**src/rtl/damage_pkg.sv**
```systemverilog
`default_nettype none
// ============================================================================
// Module      : damage_pkg
// Description : Shared types and constants for the boss/character damage
//               arbiter: FSM state enum, grant encoding, default damage
//               values and saturating-subtract helpers.
// Revision    : 1.0 - initial release
// ============================================================================
package damage_pkg;

    typedef enum logic [1:0] {
        ST_IDLE = 2'd0,
        ST_RUN  = 2'd1,
        ST_OVER = 2'd2
    } state_t;

    // Grant encoding presented on the grant output
    localparam logic [1:0] GNT_NONE  = 2'd0;
    localparam logic [1:0] GNT_MELEE = 2'd1;
    localparam logic [1:0] GNT_PROJ  = 2'd2;

    localparam logic [6:0] DEF_BOSS_HP_MAX = 7'd100;
    localparam logic [6:0] DEF_MELEE_DMG   = 7'd3;
    localparam logic [6:0] DEF_PROJ_DMG    = 7'd1;
    localparam logic [3:0] DEF_CONTACT_DMG = 4'd1;
    localparam logic [5:0] DEF_IFRAMES     = 6'd30;

    function automatic logic [6:0] sat_sub7(input logic [6:0] a, input logic [6:0] b);
        return (a > b) ? (a - b) : 7'd0;
    endfunction

    function automatic logic [3:0] sat_sub4(input logic [3:0] a, input logic [3:0] b);
        return (a > b) ? (a - b) : 4'd0;
    endfunction

endpackage
`default_nettype wire

```
**src/rtl/rr_arb2.sv**
```systemverilog
`default_nettype none
// ============================================================================
// Module      : rr_arb2
// Description : Two-way round-robin arbiter with a 1-deep pending flag per
//               source (melee, projectile). Grant is decoded from the
//               registered flags; a tie goes to the source not granted last.
// Ports       : clk, rst         - clock, async active-high reset
//               i_en             - flags may hold/set; when low they clear
//               i_gnt_en         - grants may be issued this cycle
//               i_req_melee/proj - one-cycle request pulses
//               o_grant          - GNT_NONE / GNT_MELEE / GNT_PROJ
// Revision    : 1.0 - initial release
// ============================================================================
module rr_arb2
    import damage_pkg::*;
(
    input  logic       clk,
    input  logic       rst,
    input  logic       i_en,
    input  logic       i_gnt_en,
    input  logic       i_req_melee,
    input  logic       i_req_proj,
    output logic [1:0] o_grant
);

    logic       r_pend_melee;
    logic       r_pend_proj;
    logic       r_ptr_proj;     // 1: projectile wins the next tie
    logic [1:0] w_grant;

    always_comb begin
        w_grant = GNT_NONE;
        if (i_gnt_en) begin
            if (r_pend_melee && r_pend_proj)
                w_grant = r_ptr_proj ? GNT_PROJ : GNT_MELEE;
            else if (r_pend_melee)
                w_grant = GNT_MELEE;
            else if (r_pend_proj)
                w_grant = GNT_PROJ;
        end
    end

    always_ff @(posedge clk or posedge rst) begin
        if (rst) begin
            r_pend_melee <= 1'b0;
            r_pend_proj  <= 1'b0;
            r_ptr_proj   <= 1'b0;
        end else begin
            if (i_en) begin
                // A fresh pulse on the grant edge keeps the flag set; a
                // pulse onto an ungranted flag merges into it.
                r_pend_melee <= (r_pend_melee && (w_grant != GNT_MELEE)) || i_req_melee;
                r_pend_proj  <= (r_pend_proj  && (w_grant != GNT_PROJ))  || i_req_proj;
            end else begin
                r_pend_melee <= 1'b0;
                r_pend_proj  <= 1'b0;
            end
            if (w_grant == GNT_MELEE)
                r_ptr_proj <= 1'b1;
            else if (w_grant == GNT_PROJ)
                r_ptr_proj <= 1'b0;
        end
    end

    assign o_grant = w_grant;

endmodule
`default_nettype wire

```
**src/rtl/damage_arbiter.sv**
```systemverilog
`default_nettype none
// ============================================================================
// Module      : damage_arbiter
// Description : Game damage controller. Melee/projectile hits share the boss
//               health counter through a round-robin arbiter; boss contact
//               damages the character, followed by an i-frame window.
// Ports       : clk, rst            - clock, async active-high reset
//               game_start          - reload health counters
//               game_active         - gameplay running
//               frame_tick          - one pulse per frame (i-frame timing)
//               char_hp             - character max health
//               projectile_hit, melee_hit, contact_hit - hit requests
//               boss_hp, current_health - health counters
//               boss_alive, char_invuln - status decodes
//               grant               - boss damage source this cycle
// Revision    : 1.0 - initial release
// ============================================================================
module damage_arbiter
    import damage_pkg::*;
#(
    parameter logic [6:0] BOSS_HP_MAX = DEF_BOSS_HP_MAX,
    parameter logic [6:0] MELEE_DMG   = DEF_MELEE_DMG,
    parameter logic [6:0] PROJ_DMG    = DEF_PROJ_DMG,
    parameter logic [3:0] CONTACT_DMG = DEF_CONTACT_DMG,
    parameter logic [5:0] IFRAMES     = DEF_IFRAMES
) (
    input  logic       clk,
    input  logic       rst,
    input  logic       game_start,
    input  logic       game_active,
    input  logic       frame_tick,
    input  logic [3:0] char_hp,
    input  logic       projectile_hit,
    input  logic       melee_hit,
    input  logic       contact_hit,
    output logic [6:0] boss_hp,
    output logic [3:0] current_health,
    output logic       boss_alive,
    output logic       char_invuln,
    output logic [1:0] grant
);

    state_t     r_state;
    logic [6:0] r_boss_hp;
    logic [3:0] r_char_hp;
    logic [5:0] r_iframe;

    logic       w_run;
    logic [1:0] w_grant;
    logic [6:0] w_dmg;
    logic [6:0] w_boss_next;
    logic       w_contact;
    logic [3:0] w_char_next;
    logic       w_end;

    // Gameplay edge: hits count only in RUN with the game active and no
    // reload on this edge.
    assign w_run       = (r_state == ST_RUN) && game_active && !game_start;
    assign w_dmg       = (w_grant == GNT_MELEE) ? MELEE_DMG :
                         (w_grant == GNT_PROJ)  ? PROJ_DMG  : 7'd0;
    assign w_boss_next = sat_sub7(r_boss_hp, w_dmg);
    assign w_contact   = w_run && contact_hit && (r_iframe == 6'd0);
    assign w_char_next = w_contact ? sat_sub4(r_char_hp, CONTACT_DMG) : r_char_hp;
    assign w_end       = (w_boss_next == 7'd0) || (w_char_next == 4'd0);

    rr_arb2 u_arb (
        .clk         (clk),
        .rst         (rst),
        .i_en        (w_run && !w_end),   // flags drop as the game leaves RUN
        .i_gnt_en    (w_run),
        .i_req_melee (melee_hit),
        .i_req_proj  (projectile_hit),
        .o_grant     (w_grant)
    );

    always_ff @(posedge clk or posedge rst) begin
        if (rst) begin
            r_state   <= ST_IDLE;
            r_boss_hp <= 7'd0;
            r_char_hp <= 4'd0;
            r_iframe  <= 6'd0;
        end else if (game_start) begin
            r_boss_hp <= BOSS_HP_MAX;
            r_char_hp <= char_hp;
            r_iframe  <= 6'd0;
            case (r_state)
                ST_IDLE: r_state <= ST_RUN;
                ST_RUN:  r_state <= game_active ? ST_RUN  : ST_IDLE;
                ST_OVER: r_state <= game_active ? ST_OVER : ST_IDLE;
                default: r_state <= ST_IDLE;
            endcase
        end else begin
            if (w_contact)
                r_iframe <= IFRAMES;
            else if (frame_tick && (r_iframe != 6'd0))
                r_iframe <= r_iframe - 6'd1;

            case (r_state)
                ST_IDLE: r_state <= ST_IDLE;
                ST_RUN: begin
                    if (!game_active) begin
                        r_state <= ST_IDLE;
                    end else begin
                        r_boss_hp <= w_boss_next;
                        r_char_hp <= w_char_next;
                        if (w_end)
                            r_state <= ST_OVER;
                    end
                end
                ST_OVER: begin
                    if (!game_active)
                        r_state <= ST_IDLE;
                end
                default: r_state <= ST_IDLE;
            endcase
        end
    end

    assign boss_hp        = r_boss_hp;
    assign current_health = r_char_hp;
    assign boss_alive     = (r_boss_hp != 7'd0);
    assign char_invuln    = (r_iframe != 6'd0);
    assign grant          = w_grant;

endmodule
`default_nettype wire

```
**config.mk**
```make
export PLATFORM = sky130hd
export DESIGN_NAME = damage_arbiter
export DESIGN_NICKNAME = d
export VERILOG_FILES = /design/src/rtl/damage_pkg.sv /design/src/rtl/rr_arb2.sv /design/src/rtl/damage_arbiter.sv
export SDC_FILE = /design/constraint.sdc
export NUM_CORES = 1
export LEC_CHECK = 0
export ABC_CLOCK_PERIOD_IN_PS = 3400
export CAP_MARGIN = 20
export CORE_MARGIN = 10
export CORE_UTILIZATION = 52
export CTS_CLUSTER_SIZE = 20
export DETAILED_ROUTE_END_ITERATION = 10
export GPL_TIMING_DRIVEN = 0
export PLACE_DENSITY_LB_ADDON = 0.2
export SLEW_MARGIN = 15
export SYNTH_ARGS = -nofsm -noshare
export SYNTH_HDL_FRONTEND = slang
export SYNTH_SLANG_ARGS = --single-unit
export TNS_END_PERCENT = 50
```
**constraint.sdc**
```tcl
create_clock -name clk -period 3.4 [get_ports clk]
set_input_delay 0.51 -clock clk [delete_from_list [all_inputs] [get_ports clk]]
set_output_delay 0.51 -clock clk [all_outputs]
set_load 0.05 [all_outputs]
```
==> metrics.md, run 1 <==
| Metric | Value |
|---|---|
| CTS root buf | `clkbuf_4` |
| Row count | `19` |
| Initial antenna violation count | `0` |
| Unrepaired setup endpoints after global routing | `no` |
| Filler cells | `247` |
| Worst-Margin Slew | `approximately 1.0 ns` |
| Status | `complete, no violations` |
| PwrDens | `513.4 nW/um^2` |
| Crit path kind | `reg -> out` |
| Area grow syn2layout | `24.74%` |
| Worst skew pair latency | `0.32 ns` |
| Initial drt markers | `101` |
| Multi-input logic area | `844.6 sq um` |
| Largest net degree at the start of global routing | `23` |
| Sequential fraction of the synthesis area | `a little under two fifths` |
| Layout Skew | `0.002588 ns` |
| Syn avg cell area | `9.432 sq um` |
| Most common cell in the netlist | `dfrtp_1` |
| Relative slew margins | `30.81%` |
| Area of the mapped netlist | `about 1500 sq um` |
| GPL Wtd Cong | `0.8272` |
| Synth Register Bits | `22` |
| Hold Path Sink | `r_state[1]` |
| Clk slew on worst S/H paths | `approximately 0.13 ns` |
| Hpwl dp | `2649 microns` |
| Flop2flop setup slack | `~0.43 ns` |
| Routed wire length | `3637 microns` |
| Yosys warning total | `0` |
| Final Setup Violations | `0` |
| Num CTS Buffers | `3` |
| Syn Nets | `between 150 and 200` |
| CP Launch Type | `flop` |
| Hold WC Path Type | `in -> reg` |
| Total Routing Usage GR | `approximately 15%` |
| Buffers on Ports | `26` |
| VDD IR max | `roughly 0.00077 V` |
| CTS H-Tree Depth | `1` |
| Setup WS pre-CTS | `-0.3818 ns` |
| Max Cap Viol | `0` |
| Die X | `approximately 73 microns` |
| Initial Utilization | `about 54%` |
| R2R depth | `13` |
| CP max FO | `4` |
| Register area | `550.5 sq um` |
| Clk sink count | `22` |
| Final Hold Viols | `0` |
| Synth unique cells | `48` |
| Die Ht | `73.20 microns` |
| Setup ws final | `0.4121 ns` |
| LEAKAGE | `0.8269 nW` |
| Most used DFF post-synth | `dfrtp_1` |
| Crit Reg-Reg Startpoint | `r_state[1]` |
| Area contributors post-synth | `dfrtp_1, ha_1, inv_1` |
| Synth Instances | `156` |
| Via count | `1308` |
| Nets@finish | `209` |
| CTS tree | `yes` |
| Clock Path Buffers | `2` |
| Vias per cell | `~6.0` |
| Hold path depth | `2` |
| WP data required | `2.89 ns` |
| Share of synthesized flip-flops with an asynchronous set or reset | `100.0%` |
| Setup crit end kind | `primary output` |
| IO Count | `27` |
| Fraction of layout cells with a size suffix above 1 | `11.17%` |
| Post-synth top cells | `dfrtp_1, inv_1, nand2_1` |
| Final Max Slew Viols | `0` |
| Core area | `around 2700 sq um` |
| R2r endpoint | `r_state[1]` |
| WL/cell | `around 17 microns` |
| Vias in the first global route | `1332` |
| Area share of the largest cell type after synthesis | `37.41%` |
| Synth area leader | `dfrtp_1` |
| Die area | `5358 sq um` |
| Setup total negative slack | `0 ns` |
| Fin crit period | `2.988 ns` |
| Residual DRC count | `0` |
| Part of the cycle the worst path needs | `87.88%` |
| Min-delay src | `game_active` |
| Post-synth EDFFs | `0` |
| Max Freq | `between 300 and 400 MHz` |
| GR Overflow Total | `0` |
| ANT cells | `0` |
| First-pass GRT wire length | `6341 microns` |
| Drt pass-1 iters | `4` |
| Routed Antenna Nets | `0` |
| Arrival @ worst endpoint | `2.48 ns` |
==> kinds of logic (layout without fill, tap and decap cells) <==
group | Yosys count | after routing | synth area share [%]
compound gates | 41 | 41 | 20.24
xor+xnor | 4 | 4 | 2.381
fa+ha+maj | 8 | 8 | 7.313
buf+inv | 18 | 50 | 5.782
flops | 22 | 22 | 37.42
mux | 4 | 4 | 3.061
simple gates | 59 | 59 | 23.81
==> routing by layer <==
| metal | up-vias | wire length (microns) | GRT usage (%) |
|---|---|---|---|
| met1 | 639 | 1635 | 18.48 |
| li1 | 630 | - | - |
| met4 | 0 | 35 | 4.430 |
| met3 | 4 | 262 | 4.490 |
| met5 | - | 0 | 0 |
| met2 | 35 | 1703 | 22.83 |
==> through the flow <==
step	utilization [%]	cells	power (mW)	hold slack [ns]	instance area, sq um
after global placement	64.76	213	0.7779	0.4973	1770
after global routing	67.14	219	1.008	0.5176	1836
after detailed placement	64.76	213	0.7916	0.5207	1770
after floorplan	-	156	0.6858	0.4662	1471
after CTS	66.18	217	0.9472	0.5514	1809
final	67.14	219	0.9424	0.5181	1836
==> what timing repair did <==
action	4_1_cts	5_1_grt
gates cloned	0	0
pin swaps	0	3
resized for setup	1	4
setup endpoints to repair	3	4
setup buffers	0	2
hold buffers	0	0
==> flip-flops by register name, summed over array words and instances (netlist names) <==
register and cells:
u_arb.r_ptr_proj 1, u_arb.r_pend_proj 1, r_state 2, current_health 4
u_arb.r_pend_melee 1, r_iframe 6, boss_hp 7
==> where the power goes <==
| part | switching (mW) | total (mW) | internal, mW | leakage, nW |
|---|---|---|---|---|
| clock | 0.0878 | 0.153 | 0.0655 | 0.0210 |
| sequential | 0.0561 | 0.355 | 0.299 | 0.278 |
| combinational | 0.234 | 0.434 | 0.200 | 0.528 |
| total | 0.378 | 0.942 | 0.564 | 0.827 |
==> layout make-up <==
type	count	area share (%)
Buffer	2	1.363
Inverter	16	3.272
Timing Repair Buffer	28	15.27
Sequential cell	22	29.99
Tap cell	31	2.113
Multi-Input combinational cell	116	46.01
Clock buffer	4	1.977
==> worst max-delay path by stage <==
stage / start / end / slack, ns / cells after the start
floorplan: game_start / r_state[1] / 0.05 / 14
global placement: game_start / r_state[1] / -0.31 / 14
detailed placement: game_start / r_state[1] / -0.38 / 15
CTS: game_start / r_state[1] / 0.004 / 15
global route: r_state[1] / r_state[1] / 0.18 / 14
finish: r_iframe[0] / char_invuln / 0.41 / 5
==> placed cells by master, fill, tap and decap left out, types with 3 or more instances in the layout <==
| master | n |
|---|---|
| a21o_1 | 3 |
| a21oi_1 | 8 |
| a22o_1 | 3 |
| a22oi_1 | 3 |
| clkbuf_4 | 3 |
| clkdlybuf4s50_1 | 24 |
| dfrtp_1 | 22 |
| ha_1 | 7 |
| inv_1 | 16 |
| mux2i_1 | 3 |
| nand2_1 | 11 |
| nand3_1 | 3 |
| nor2_1 | 10 |
| nor2b_1 | 3 |
| nor3_1 | 10 |
| nor4_1 | 3 |
| o21ai_0 | 6 |
| or3_1 | 3 |
| xnor2_1 | 4 |
==> critical path, cell delays in order (launching register included) <==
cell and delay (ns):
dfrtp_1 0.45, inv_1 0.08, ha_1 0.17, or3b_4 0.42
or3_4 0.34, clkdlybuf4s50_1 0.71
Power figures use the tool's default switching activity.
==> run 2, diff against run 1 <==
--- a/config.mk
+++ b/config.mk
@@ -6,13 +6,13 @@
 export NUM_CORES = 1
 export LEC_CHECK = 0
 export ABC_CLOCK_PERIOD_IN_PS = 3400
-export CAP_MARGIN = 20
+export CAP_MARGIN = 30
 export CORE_MARGIN = 10
 export CORE_UTILIZATION = 52
 export CTS_CLUSTER_SIZE = 20
 export DETAILED_ROUTE_END_ITERATION = 10
 export GPL_TIMING_DRIVEN = 0
-export PLACE_DENSITY_LB_ADDON = 0.2
+export PLACE_DENSITY = 0.79
 export SLEW_MARGIN = 15
 export SYNTH_ARGS = -nofsm -noshare
 export SYNTH_HDL_FRONTEND = slang
==> run 2 against run 1 <==
  * Critical path depth grew 9
  * Sequential power barely moved
  * Clock power down 4%
  * Total power shrank 0.32%
  * Die area unchanged
==> metrics.md, run 2 (synthesis results as in run 1) <==
| Metric | Value |
|---|---|
| ANT cells | `0` |
| Reg power frac | `roughly 38%` |
| CTS H-Tree Depth | `1` |
| Initial drt markers | `64` |
| Setup WS pre-CTS | `-0.4089 ns` |
| Die X | `73.20 microns` |
| Fraction of layout cells with a size suffix above 1 | `11.76%` |
| Most frequent cells in the layout | `clkdlybuf4s50_1, dfrtp_1, inv_1` |
| Residual DRC count | `0` |
| First-pass GRT wire length | `between 6000 and 7000 microns` |
| IO Count | `27` |
| GPL Wtd Cong | `0.9215` |
| Hpwl dp | `between 2000 and 3000 microns` |
| Most common cell after layout, fill and taps aside | `clkdlybuf4s50_1` |
| Area grow syn2layout | `24.74%` |
| Buf+Inv Stages, Crit Path | `5` |
| Via count | `1279` |
| Vias per cell | `5.867` |
| Filler cells | `approximately 220` |
| Clock network power share | `15.7%` |
| Clk slew on worst S/H paths | `approximately 0.12 ns` |
| Critical Path Sink | `r_state[1]` |
| Core area | `2734 sq um` |
| Largest net degree at the start of global routing | `23` |
| Switching share of power | `39.82%` |
| Layout Skew | `between 0.003 and 0.004 ns` |
| WL/cell | `roughly 16 microns` |
| Nets@finish | `208` |
| CTS tree | `yes` |
| Setup crit end kind | `flop` |
| Fin crit period | `roughly 3.2 ns` |
| Buffers on Ports | `26` |
| Final std cells w/o fill | `218` |
| Critical path's top delay family | `buffers and inverters` |
| Hold WC Path Type | `reg -> reg` |
| Multi-input logic area | `854.6 sq um` |
| Drt pass-1 iters | `4` |
| Cells after DPL | `213` |
| Largest stage delay on the critical path | `0.47 ns` |
| R2R depth | `13` |
| Crit Reg-Reg Startpoint | `r_state[1]` |
| Initial antenna violation count | `0` |
| Die Ht | `73.20 microns` |
| Clock Path Buffers | `2` |
| GR Overflow Total | `0` |
| LEAKAGE | `0.8138 nW` |
| Total Routing Usage GR | `between 10 and 15%` |
| WP data required | `~3.6 ns` |
| Post-layout util | `67.14%` |
| Worst-Margin Slew | `0.9282 ns` |
| Crit path kind | `in -> reg` |
| Flop2flop setup slack | `0.43 ns` |
| Switching pwr | `374.0 uW` |
| Relative slew margins | `37.83%` |
| Initial Utilization | `53.82%` |
| Final Hold Viols | `0` |
| CP max stage cell | `clkdlybuf4s50_1` |
| Most frequent CP cell | `inv_1` |
| Gate power share | `46.7%` |
| Critical Path Start | `game_start` |
| R2r endpoint | `r_state[1]` |
| Final Max Slew Viols | `0` |
| Num CTS Buffers | `3` |
| Cell Chain, Critical Path | `clkdlybuf4s50_1 -> and4bb_4 -> buf_6 -> nand3_1 -> inv_1 -> ha_1 -> inv_1 -> ha_1 -> inv_1 -> fa_2 -> o211a_1 -> o311ai_2 -> nand2_2 -> o211a_1` |
| Max Cap Viol | `0` |
| Vias in the first global route | `1343` |
| Final Setup Violations | `0` |
| Routed wire length | `approximately 3500 microns` |
| Routed Antenna Nets | `0` |
| Number of flip-flops in the largest register | `7` |
| Max Freq | `309.5 MHz` |
| PwrDens | `511.8 nW/um^2` |
| P_int | `565.3 uW` |
| Register area | `550.5 sq um` |
| CTS root buf | `clkbuf_4` |
| CP max FO | `10` |
| CP Launch Type | `primary input` |
| Worst skew pair latency | `0.31 ns` |
| Arrival @ worst endpoint | `between 3 and 4 ns` |
| Die area | `5358 sq um` |
| Clk sink count | `22` |
| Setup ws final | `0.1690 ns` |
| Setup total negative slack | `0 ns` |
| Row count | `19` |
| VDD IR max | `0.0004901 V` |
| Part of the cycle the worst path needs | `between 90 and 100%` |
| Status | `complete, no violations` |
| CP Depth | `14` |
## run 2: worst min-delay path: stages (launching register included)
cell	delay, ns
dfrtp_1	0.38
nand2_1	0.05
o21ai_0	0.06
## run 2: cell type report
| class | instances | area share (%) |
|---|---|---|
| multi-input combinational | 116 | 46.56 |
| sequential | 22 | 29.99 |
| timing repair buffer | 27 | 14.72 |
| inverter | 16 | 3.272 |
| tap | 31 | 2.113 |
| clock buffer | 4 | 1.977 |
| buffer | 2 | 1.363 |
## run 2: stage by stage
stage,power (mW),instance area [sq um],hold slack [ns]
5_1_grt,1.005,1836,0.5344
3_5_place_dp,0.7941,1770,0.4886
4_1_cts,0.9400,1809,0.5178
6_report,0.9394,1836,0.5150
3_3_place_gp,0.7768,1770,0.4870
2_1_floorplan,0.6858,1471,0.4662
## run 2: power by group through the flow
stage / Sequential (mW) / Combinational, mW / Clock (mW)
2_1_floorplan: 0.371 / 0.315 / 0
3_3_place_gp: 0.355 / 0.422 / 0
3_5_place_dp: 0.359 / 0.435 / 0
4_1_cts: 0.354 / 0.439 / 0.148
5_1_grt: 0.362 / 0.483 / 0.160
6_report: 0.354 / 0.438 / 0.147
## run 2: metal layers
layer  GRT usage (%)  share of wire (%)
met1           15.99                 42
met2           23.30                 52
met3           3.673                5.2
met4           5.485                1.1
met5               0                  0
## run 2: worst min-delay path by stage
stage,end,depth (start not counted),start,slack (ns)
final,u_arb.r_ptr_proj,2,u_arb.r_ptr_proj,0.52
after global placement,u_arb.r_ptr_proj,2,u_arb.r_ptr_proj,0.49
after detailed placement,u_arb.r_ptr_proj,2,u_arb.r_ptr_proj,0.49
after global routing,r_state[1],2,game_active,0.53
after CTS,u_arb.r_ptr_proj,2,u_arb.r_ptr_proj,0.52
after floorplan,u_arb.r_ptr_proj,2,u_arb.r_ptr_proj,0.47
## run 2: repair_timing
item / 4_1_cts / 5_1_grt
pin swaps: 0 / 4
endpoints found under the hold margin: 0 / 0
resized for setup: 1 / 5
setup buffers: 0 / 1
setup endpoints to repair: 3 / 4
hold buffers: 0 / 0
